<file path="config.mk">
export PLATFORM = sky130hd
export DESIGN_NAME = traffic_phase_controller
export DESIGN_NICKNAME = d
export VERILOG_FILES = /design/src/rtl/traffic_phase_controller.sv
export SDC_FILE = /design/constraint.sdc
export NUM_CORES = 1
export LEC_CHECK = 0
export BUFFER_PORTS_ARGS = -buffer_cell sky130_fd_sc_hd__buf_2
export CORE_MARGIN = 1
export CORE_UTILIZATION = 46
export DETAILED_ROUTE_END_ITERATION = 6
export PLACE_DENSITY_LB_ADDON = 0.3
export REMOVE_ABC_BUFFERS = 1
export SLEW_MARGIN = 30
export SYNTH_ARGS = -nofsm -noshare
export SYNTH_HDL_FRONTEND = slang
export SYNTH_SLANG_ARGS = --single-unit
</file>
<file path="constraint.sdc">
create_clock -name clk -period 2 [get_ports clk]
set_input_delay 0.1 -clock clk [delete_from_list [all_inputs] [get_ports clk]]
set_output_delay 0.1 -clock clk [all_outputs]
set_load 0.02 [all_outputs]
</file>
<file path="src/rtl/traffic_phase_controller.sv">
// Phase sequencer for a two-road intersection with a pedestrian crossing.
// Phase durations are counted in divider ticks; side-road and pedestrian requests are latched.
module traffic_phase_controller #(
    parameter int GREEN_TICKS  = 8,
    parameter int YELLOW_TICKS = 3,
    parameter int ALLRED_TICKS = 1,
    parameter int WALK_TICKS   = 5,
    parameter int CNT_W        = 8
) (
    input  logic             clk,
    input  logic             rst,
    input  logic             tick,
    input  logic             ew_sensor,
    input  logic             ped_req,
    output logic [2:0]       ns_light,
    output logic [2:0]       ew_light,
    output logic             walk,
    output logic [2:0]       phase,
    output logic [CNT_W-1:0] remaining
);

    localparam logic [2:0] NS_G = 3'd0;
    localparam logic [2:0] NS_Y = 3'd1;
    localparam logic [2:0] RED1 = 3'd2;
    localparam logic [2:0] EW_G = 3'd3;
    localparam logic [2:0] EW_Y = 3'd4;
    localparam logic [2:0] RED2 = 3'd5;
    localparam logic [2:0] WALK = 3'd6;

    localparam logic [CNT_W-1:0] GREEN_LD  = CNT_W'(GREEN_TICKS - 1);
    localparam logic [CNT_W-1:0] YELLOW_LD = CNT_W'(YELLOW_TICKS - 1);
    localparam logic [CNT_W-1:0] ALLRED_LD = CNT_W'(ALLRED_TICKS - 1);
    localparam logic [CNT_W-1:0] WALK_LD   = CNT_W'(WALK_TICKS - 1);
    localparam logic [CNT_W-1:0] TIMER_ONE = {{(CNT_W-1){1'b0}}, 1'b1};

    logic [2:0]       state_q, state_d;
    logic [CNT_W-1:0] timer_q, timer_d;
    logic             ew_pend_q, ew_pend_d;
    logic             ped_pend_q, ped_pend_d;

    always_comb begin
        state_d = state_q;
        timer_d = timer_q;
        if (state_q == 3'd7) begin
            state_d = NS_G;
            timer_d = GREEN_LD;
        end else if (tick) begin
            if (timer_q != '0) begin
                timer_d = timer_q - TIMER_ONE;
            end else begin
                case (state_q)
                    NS_G:    state_d = (ew_pend_q || ped_pend_q) ? NS_Y : NS_G;
                    NS_Y:    state_d = RED1;
                    RED1:    state_d = ew_pend_q ? EW_G : (ped_pend_q ? WALK : NS_G);
                    EW_G:    state_d = EW_Y;
                    EW_Y:    state_d = RED2;
                    RED2:    state_d = ped_pend_q ? WALK : NS_G;
                    default: state_d = NS_G;
                endcase
                // Every expiry reloads, including the NS_G dwell back into itself.
                case (state_d)
                    NS_Y, EW_Y:  timer_d = YELLOW_LD;
                    RED1, RED2:  timer_d = ALLRED_LD;
                    WALK:        timer_d = WALK_LD;
                    default:     timer_d = GREEN_LD;
                endcase
            end
        end
    end

    // Clearing on entry wins over a same-cycle request: the entering phase serves it.
    always_comb begin
        ew_pend_d  = ew_pend_q;
        ped_pend_d = ped_pend_q;
        if (state_d == EW_G && state_q != EW_G) begin
            ew_pend_d = 1'b0;
        end else if (ew_sensor && state_q != EW_G) begin
            ew_pend_d = 1'b1;
        end
        if (state_d == WALK && state_q != WALK) begin
            ped_pend_d = 1'b0;
        end else if (ped_req && state_q != WALK) begin
            ped_pend_d = 1'b1;
        end
    end

    always_ff @(posedge clk or posedge rst) begin
        if (rst) begin
            state_q    <= NS_G;
            timer_q    <= GREEN_LD;
            ew_pend_q  <= 1'b0;
            ped_pend_q <= 1'b0;
        end else begin
            state_q    <= state_d;
            timer_q    <= timer_d;
            ew_pend_q  <= ew_pend_d;
            ped_pend_q <= ped_pend_d;
        end
    end

    always_comb begin
        ns_light = 3'b100;
        ew_light = 3'b100;
        walk     = 1'b0;
        case (state_q)
            NS_G:    ns_light = 3'b001;
            NS_Y:    ns_light = 3'b010;
            EW_G:    ew_light = 3'b001;
            EW_Y:    ew_light = 3'b010;
            WALK:    walk     = 1'b1;
            default: ;
        endcase
    end

    assign phase     = state_q;
    assign remaining = timer_q;

endmodule

</file>
==> results.tsv, run 1 <==
metric	value	unit
synth_area	902	um^2
max_freq	541	MHz
grt.total_usage	23.3	%
worst_pin_slew	0.522	ns
period_share	92.4	%
synth_top_area_share	27.7	%
n_antenna_cell	0	
vdd_drop_max	0.828	mV
worst-path-max-fanout	6	
ys_top_cells_by_count	nor2_1, dfrtp_1, o21ai_0	
p_leak	0.508	nW
yosys_warnings	0	
vias_per_cell	5.45	
route.detailed.drc	0	
dieHeight	46.3	um
fin_crit	1.85	ns
cts_root_buf	clkbuf_4	
ant_nets	0	
finalMaxSlewViolations	0	
clk_pin_slew	0.08	ns
ys_seq_area_share	36.5	%
final_cell_area	1090	um^2
nets	140	
dr.first_iter.drc_count	19	
placed_cells	152	
start_kind	flop	
yosysTopAreaCell	dfrtp_1	
postCtsSetupRepairBufs	0	
cts_buffers	3	
synthTopCellsByArea	dfrtp_1, dfstp_2, nor2_1	
whs	0.124	ns
cts.htree.levels	1	
reg2reg_slack	0.15	ns
holdPathEnd	ew_pend_q	
start_util	50.6	%
hold_viol_final	0	
grt_max_degree	19	
dr.pass1.iters	4	
yosysMostFrequentCell	nor2_1	
timing.rr.end	phase[1]	
max_slew_margin	65.2	%
reg2reg_from	remaining[4]	
hold_class	input port to flop	
reg2regPathDepth	5	
status	finished, final reports clean	
drt-total-wl	2020	um
ios	23	
setup_viol	0	
rsz0062_at_grt	no	
vias	855	
layoutNonFillerInstCount	157	
post_dp_cell_area	1050	um^2
grt_pass1_vias	765	
port_buffers	22	
cts_tree	yes	
synth_cells	106	
synth_edf_count	0	
maxCapViolations	0	
crit_type	flop to flop	
fin_util	61.2	%
critPathRequiredTime	2.19	ns
place.gp.congestion	0.844	
die_area	2140	um^2
whs_path_depth	3	
arrival	2.03	ns
wl_per_cell	12.9	um
die_x	46.3	um
antenna_found_initial	0	
async_flop_share	100	%
insertion_delay	0.29	ns
gr-total-overflow	0	
synth_flop_cell	dfrtp_1	
endpoint_kind	flop	
core-area	1780	um^2
layout-drive-gt1-share	30.3	%
ys_types	34	
cellPowerDensity	1560	nW/um^2
clock-sinks	13	
cts_resized	0	
yosys_register_bits	13	
min_from	ew_sensor	
grt_pass1_wl	3480	um
fp-row-count	15	
dp_hpwl	1510	um
finClkSkew	0.00184	ns
syn_to_final_growth	20.9	%
cts_buffer_depth	2	
synth.avg_cell_area	8.51	um^2
[layout by cell type (no fill, tap or decap), types with 4 or more instances in the layout]
cell and n:
inv_1 6, buf_2 22, nand2_1 6, a21oi_1 4, xnor2_1 4, nor3_1 6, buf_4 4, dfrtp_1 10
nor2b_1 6, o21ai_0 10, nor2_1 14
[final cells by class]
cell class	count	area, um^2
Clock buffer	3	22.5
Inverter	6	22.5
Sequential cell	13	329
Tap cell	25	31.3
Timing Repair Buffer	27	150
Clock inverter	1	5.00
Multi-Input combinational cell	82	531
Fill cell	159	692
[kinds of logic (layout without fill, tap and decap cells)]
family / count (synthesis) / after routing / share of synthesized area (%)
and+or+nand+nor: 47 / 47 / 30.7
buffers and inverters: 11 / 37 / 4.71
xor gates and xnor gates: 6 / 6 / 5.83
DFF: 13 / 13 / 36.5
AOI/OAI and AO/OA: 27 / 27 / 19.6
adders and majority gates: 2 / 2 / 2.77
[report_power, final]
group          internal [W]  leakage (nW)  switching (W)
Combinational      0.000384         0.338       0.000568
Sequential         0.000391         0.152       0.000188
Clock             0.0000745        0.0177      0.0000958
[through the flow]
stage	worst slack (ns)	total power (W)	setup TNS, ns
3_3_place_gp	0.130	0.00151	0
4_1_cts	0.0594	0.00171	0
3_5_place_dp	0.0742	0.00153	0
6_report	0.152	0.00170	0
5_1_grt	0.0364	0.00185	0
2_1_floorplan	-0.284	0.00121	-0.403
[metal layers]
metal | global-route usage (%) | up-vias | wire [um]
met5 | 0 | - | 0
met1 | 33.3 | 397 | 959
li1 | - | 429 | -
met4 | 7.65 | 0 | 29
met2 | 34.1 | 25 | 952
met3 | 5.88 | 4 | 83
[timing repair]
item / in CTS / in global routing
hold buffers: 1 / 0
setup endpoints to repair: 0 / 2
hold endpoints to repair: 10 / 0
[worst max-delay path: stages (launching register included)]
cell	delay, ns
dfrtp_1	0.42
or4_4	0.57
nor4_4	0.26
o211ai_1	0.15
o21a_1	0.15
and2_2	0.19
[state kept, by name, summed over array words and instances (netlist names)]
register,flops
remaining,8
phase,3
ew_pend_q,1
ped_pend_q,1
[worst max path at each step]
stage                 startpoint         end
floorplan               phase[2]  ped_pend_q
global placement    remaining[4]    phase[1]
detailed placement  remaining[4]    phase[1]
CTS                 remaining[4]    phase[1]
global route        remaining[4]    phase[1]
finish              remaining[4]    phase[1]
Power figures use the tool's default switching activity.
==> inputs of run 2 (changes only) <==
--- a/config.mk
+++ b/config.mk
@@ -9,7 +9,7 @@
 export CORE_MARGIN = 1
 export CORE_UTILIZATION = 46
 export DETAILED_ROUTE_END_ITERATION = 6
-export PLACE_DENSITY_LB_ADDON = 0.3
+export PLACE_DENSITY = 0.71
 export REMOVE_ABC_BUFFERS = 1
 export SLEW_MARGIN = 30
 export SYNTH_ARGS = -nofsm -noshare
==> run 2 against run 1 <==
Clock-buffer cell count unchanged. Hold slack got worse by 0.0048 ns. Setup slack got worse by 0.028 ns. First-iteration DRC count shrank 47%. Utilization is 0.63 points higher. Global-route usage fell by 2.9 points. Non-clock buffer count increased by 1. Via count is 1.2% lower. Combinational power up 4.0%. Total power up 0.89%. Sequential cell count stayed put. Register-to-register slack got worse by 0.03 ns. Critical path type unchanged. Critical endpoint is now ped_pend_q. Largest cell class unchanged. Largest power group unchanged.
==> results.tsv, run 2 (synthesized netlist as in run 1, its figures left out) <==
metric	value	unit	change
status	finished, final reports clean		
place.gp.congestion	0.862		+2.0%
timing.rr.end	ped_pend_q		
power.net_switching	0.000845	W	-0.93%
cpPeakStageDelay	0.57	ns	about the same
worst_path_max_delay_cell	or4_4		
p_int	0.000872	W	+2.7%
n_antenna_cell	0		unchanged
fin_ws	0.124	ns	-0.0284 ns
critPathRequiredTime	2.15	ns	-0.04 ns
layoutNonFillerInstCount	158		+0.64%
holdPathEnd	ew_pend_q		
hold_class	input port to flop		
period_share	93.8	%	+1.4 points
combinationalPowerShare	57.7	%	+1.8 points
die_area	2140	um^2	unchanged
start_kind	flop		
cts_tree	yes		
vias	845		-1.2%
layout-drive-gt1-share	31.6	%	+1.3 points
grt_max_degree	19		unchanged
endpoint_kind	flop		
whs	0.119	ns	-0.00479 ns
die_x	46.3	um	unchanged
crit_chain	or4_4 > nor3_4 > nand2_1 > a21oi_2 > a41oi_2		
fp-row-count	15		unchanged
wl_per_cell	12.2	um	-5.5%
hold_viol_final	0		unchanged
dp_hpwl	1440	um	-4.8%
grt_pass1_vias	668		-13%
wl_met3	64	um	-23%
clockPowerShare	9.7	%	-0.3 points
cts.htree.levels	1		unchanged
setup_viol	0		unchanged
p_seq_share	32.7	%	-1.3 points
core-area	1780	um^2	unchanged
reg2reg_from	remaining[4]		
max_slew_margin	64.8	%	-0.37 points
placed_cells	153		+0.66%
dr.pass1.iters	4		unchanged
finClkSkew	0.00272	ns	+0.000883 ns
vdd_drop_max	0.848	mV	+2.4%
drt-total-wl	1930	um	-4.9%
crit_type	flop to flop		
fin_crit	1.88	ns	+0.0284 ns
ant_nets	0		unchanged
syn_to_final_growth	22.2	%	
fillCellCount	166		+4.4%
insertion_delay	0.28	ns	about the same
start_util	50.6	%	unchanged
p_leak	0.513	nW	+1.0%
preCtsSetupSlack	0.0865	ns	+0.0123 ns
clock-sinks	13		unchanged
worst-path-max-fanout	6		unchanged
route.detailed.drc	0		unchanged
grt_pass1_wl	3000	um	-14%
whs_path_depth	3		unchanged
postCtsSetupRepairBufs	0		unchanged
arrival	2.03	ns	about the same
reg2regPathDepth	5		unchanged
wl_met1	984	um	+2.6%
grt.total_usage	20.4	%	-2.9 points
cellPowerDensity	1560	nW/um^2	-0.14%
ios	23		unchanged
finalMaxSlewViolations	0		unchanged
p_sw_share	49.2	%	-0.91 points
cts_buffers	3		unchanged
mostFrequentLayoutCells	buf_2, nor2_1, o21ai_0, dfrtp_1		
dieHeight	46.3	um	unchanged
reg2reg_slack	0.12	ns	-0.03 ns
port_buffers	22		unchanged
setup-tns-final	0	ns	unchanged
worst_pin_slew	0.528	ns	+0.00605 ns
cts_root_buf	clkbuf_4		
top_layer	met4		
max_freq	533	MHz	-1.5%
vias_per_cell	5.35		-1.8%
met2_length	865	um	-9.1%
gr-total-overflow	0		unchanged
maxCapViolations	0		unchanged
dr.first_iter.drc_count	10		-9
clk_pin_slew	0.08	ns	about the same
antenna_found_initial	0		unchanged
rsz0062_at_grt	no		
final_common_cell	buf_2		
cts_buffer_depth	2		unchanged
nets	141		+0.71%
min_from	ew_sensor		
largest_reg_flops	8		unchanged
run 2: worst max path at each step:
stage | start | endpoint | cells past startpoint
detailed placement | remaining[4] | phase[1] | 5
global placement | remaining[4] | phase[1] | 5
CTS | remaining[4] | phase[1] | 5
global route | remaining[4] | ped_pend_q | 5
finish | remaining[4] | ped_pend_q | 5
floorplan | phase[2] | ped_pend_q | 5
run 2: per-layer routing:
layer / global-route usage (%) / vias to the layer above
met5: 0 / -
li1: - / 432
met2: 29.6 / 17
met4: 8.82 / 0
met1: 27.9 / 394
met3: 5.88 / 2
run 2: area by class of cell:
class,count,area [um^2],area share (%)
sequential,13,329,29.9
inverter,6,22.5,2.04
multi-input combinational,82,534,48.5
clock buffer,3,22.5,2.04
timing repair buffer,28,158,14.3
tap,25,31.3,2.84
clock inverter,1,5.00,0.454
run 2: power groups by stage:
stage	Combinational, W	Clock [W]	Sequential, W
after floorplan	0.000499	0	0.000707
after global placement	0.000982	0	0.000560
after detailed placement	0.000988	0	0.000564
after CTS	0.000993	0.000176	0.000559
after global routing	0.00107	0.000184	0.000586
final	0.000990	0.000166	0.000561
run 2: timing repair:
action | in CTS | in global routing
endpoints found under the setup margin | 0 | 2
hold buffers | 1 | 0
hold endpoints to repair | 10 | 0
resized for setup | 0 | 1
run 2: critical path, delay by kind of cell (launching register included):
family	cells	cell delay, ns
and+or+nand+nor	3	1.00
DFF	1	0.42
AOI/OAI and AO/OA	2	0.33
run 2: per-stage QoR:
step | power, W | cell area [um^2] | utilization, %
2_1_floorplan | 0.00121 | 882 | -
3_3_place_gp | 0.00154 | 1060 | 59.5
3_5_place_dp | 0.00155 | 1060 | 59.5
4_1_cts | 0.00173 | 1100 | 61.6
5_1_grt | 0.00184 | 1100 | 61.8
6_report | 0.00172 | 1100 | 61.8
==> inputs of run 3 (changes only) <==
--- a/config.mk
+++ b/config.mk
@@ -9,7 +9,7 @@
 export CORE_MARGIN = 1
 export CORE_UTILIZATION = 46
 export DETAILED_ROUTE_END_ITERATION = 6
-export PLACE_DENSITY = 0.71
+export PLACE_DENSITY = 0.74
 export REMOVE_ABC_BUFFERS = 1
 export SLEW_MARGIN = 30
 export SYNTH_ARGS = -nofsm -noshare
==> constraint.sdc (replaced) <==
create_clock -name clk -period 1.6 [get_ports clk]
set_input_delay 0.08 -clock clk [delete_from_list [all_inputs] [get_ports clk]]
set_output_delay 0.08 -clock clk [all_outputs]
set_load 0.02 [all_outputs]
==> run 3 against run 2 <==
The flow now finishes with violations (setup timing). Clock power up 30%. Die area unchanged. Non-clock buffer count up 15. Sequential power up 16%. Highest routed layer unchanged. Global-route usage up 3.4 points. Clock skew down 0.00092 ns. Cell area up 15%. Clock-buffer cell count unchanged. Cell count up 9.5%. Total power up 43%. Combinational power up 61%. Largest cell class unchanged.
==> results.tsv, run 3 (synthesized netlist as in run 1, its figures left out) <==
metric	value	unit	change
clock-sinks	13		unchanged
dr.pass1.iters	4		unchanged
fin_ws	-0.223	ns	-0.347 ns
ant_nets	0		unchanged
grt_max_degree	14		-5
worst-path-max-fanout	5		-1
power.net_switching	0.00118	W	+40%
crit_type	flop to flop		
layoutNonFillerInstCount	173		+9.5%
preCtsSetupSlack	-0.293	ns	-0.379 ns
final_common_cell	buf_2		
max_freq	549	MHz	+2.9%
finalMaxSlewViolations	0		unchanged
antenna_found_initial	0		unchanged
route.detailed.drc	0		unchanged
grt_pass1_wl	3530	um	+18%
reg2regPathDepth	5		unchanged
violations	setup timing		
max_slew_margin	65.9	%	+1.1 points
hold_class	input port to flop		
clk_pin_slew	0.09	ns	about the same
cts_tree	yes		
cts_buffers	3		unchanged
cellPowerDensity	1940	nW/um^2	+25%
grt_pass1_vias	806		+21%
placed_cells	165		+7.8%
cts_root_buf	clkbuf_4		
vdd_drop_max	1.06	mV	+24%
setup_viol	13		+13
n_antenna_cell	0		unchanged
rsz0062_at_grt	yes		
combinationalPowerShare	64.7	%	+7.0 points
p_seq_share	26.5	%	-6.2 points
mostFrequentLayoutCells	buf_2, buf_4, nor2_1		
dp_hpwl	1670	um	+16%
p_int	0.00127	W	+46%
worst_pin_slew	0.511	ns	-0.0171 ns
cts_buffer_depth	2		unchanged
critPathRequiredTime	1.79	ns	-0.36 ns
port_buffers	22		unchanged
fp-row-count	15		unchanged
vias	918		+8.6%
wl_per_cell	13.8	um	+14%
arrival	2.01	ns	-0.02 ns
cts.htree.levels	1		unchanged
p_leak	0.598	nW	+16%
gr-total-overflow	0		unchanged
maxCapViolations	0		unchanged
endpoint_kind	flop		
clockPowerShare	8.8	%	-0.9 points
drt-total-wl	2400	um	+24%
nets	156		+11%
period_share	114	%	+20 points
die_area	2140	um^2	unchanged
core-area	1780	um^2	unchanged
start_util	50.6	%	unchanged
syn_to_final_growth	40.2	%	
dr.first_iter.drc_count	24		+14
dieHeight	46.3	um	unchanged
ios	23		unchanged
status	finished, violations left		
finalPower	0.00245	W	+43%
fillCellCount	149		-10%
vias_per_cell	5.31		-0.78%
p_sw_share	48.1	%	-1.1 points
largest_reg_flops	8		unchanged
whs_path_depth	3		unchanged
grt.total_usage	23.8	%	+3.4 points
fin_crit	1.82	ns	-0.0531 ns
hold_viol_final	0		unchanged
insertion_delay	0.29	ns	about the same
finClkSkew	0.00180	ns	-0.000924 ns
start_kind	flop		
place.gp.congestion	0.904		+4.9%
layout-drive-gt1-share	43.9	%	+12 points
die_x	46.3	um	unchanged
[run 3: changes by cell type in the layout (fill, tap and decap cells not counted), sizes merged]
cell	previous run	this run
buf	27	42
[run 3: through the flow]
stage,instance area [um^2],utilization [%],TNS (ns),hold WS [ns]
after floorplan,882,-,-3.02,-0.0452
after CTS,1230,69.2,-0.688,0.0894
final,1260,70.9,-0.921,0.122
after detailed placement,1150,64.6,-1.44,0.129
after global placement,1150,64.6,-1.12,0.117
after global routing,1260,70.9,-2.02,0.141
[run 3: layer usage]
metal	part of all wire (%)	up-vias	wire (um)	track usage (%)
li1	-	463	-	-
met1	44	423	1060	30.9
met2	48	22	1140	36.9
met3	4.6	10	109	7.45
met4	3.6	0	87	8.82
met5	0	-	0	0
[run 3: power groups by stage]
stage	clock [W]	combinational, W	sequential [W]
finish	0.000216	0.00159	0.000652
global route	0.000233	0.00170	0.000671
CTS	0.000215	0.00154	0.000649
detailed placement	0	0.00146	0.000654
global placement	0	0.00143	0.000651
floorplan	0	0.000624	0.000884
[run 3: layout make-up]
cell class                 count  area, um^2  area share [%]
multi-input combinational     82         573            45.3
timing repair buffer          43         282            22.3
inverter                       6        22.5            1.78
clock inverter                 1        5.00           0.396
tap                           25        31.3            2.47
clock buffer                   3        22.5            1.78
sequential                    13         329            26.0
[run 3: worst max-delay path, cell delays in order (launching register included)]
cell      delay (ns)
dfstp_2         0.38
or4_4           0.57
nor4_4          0.26
o211ai_1        0.18
o21a_1          0.17
and2_4          0.16
[run 3: worst paths after layout]
| check | startpoint | to | slack [ns] |
|---|---|---|---|
| hold reg to reg | remaining[7] | remaining[7] | 0.58 |
| min in group asynchronous | rst | ew_pend_q | 0.35 |
| setup reg to reg | remaining[2] | phase[1] | -0.22 |
| hold / removal | ew_sensor | ew_pend_q | 0.12 |
| setup / recovery | remaining[2] | phase[1] | -0.22 |
| max in group asynchronous | rst | remaining[2] | 0.89 |
[run 3: timing repair]
action / CTS / global route
hold endpoints to repair: 10 / 0
resized for setup: 12 / 5
pin swaps: 14 / 4
buffers inserted: 2 / 1
setup endpoints to repair: 13 / 16
hold buffers: 1 / 0
cloned: 0 / 0
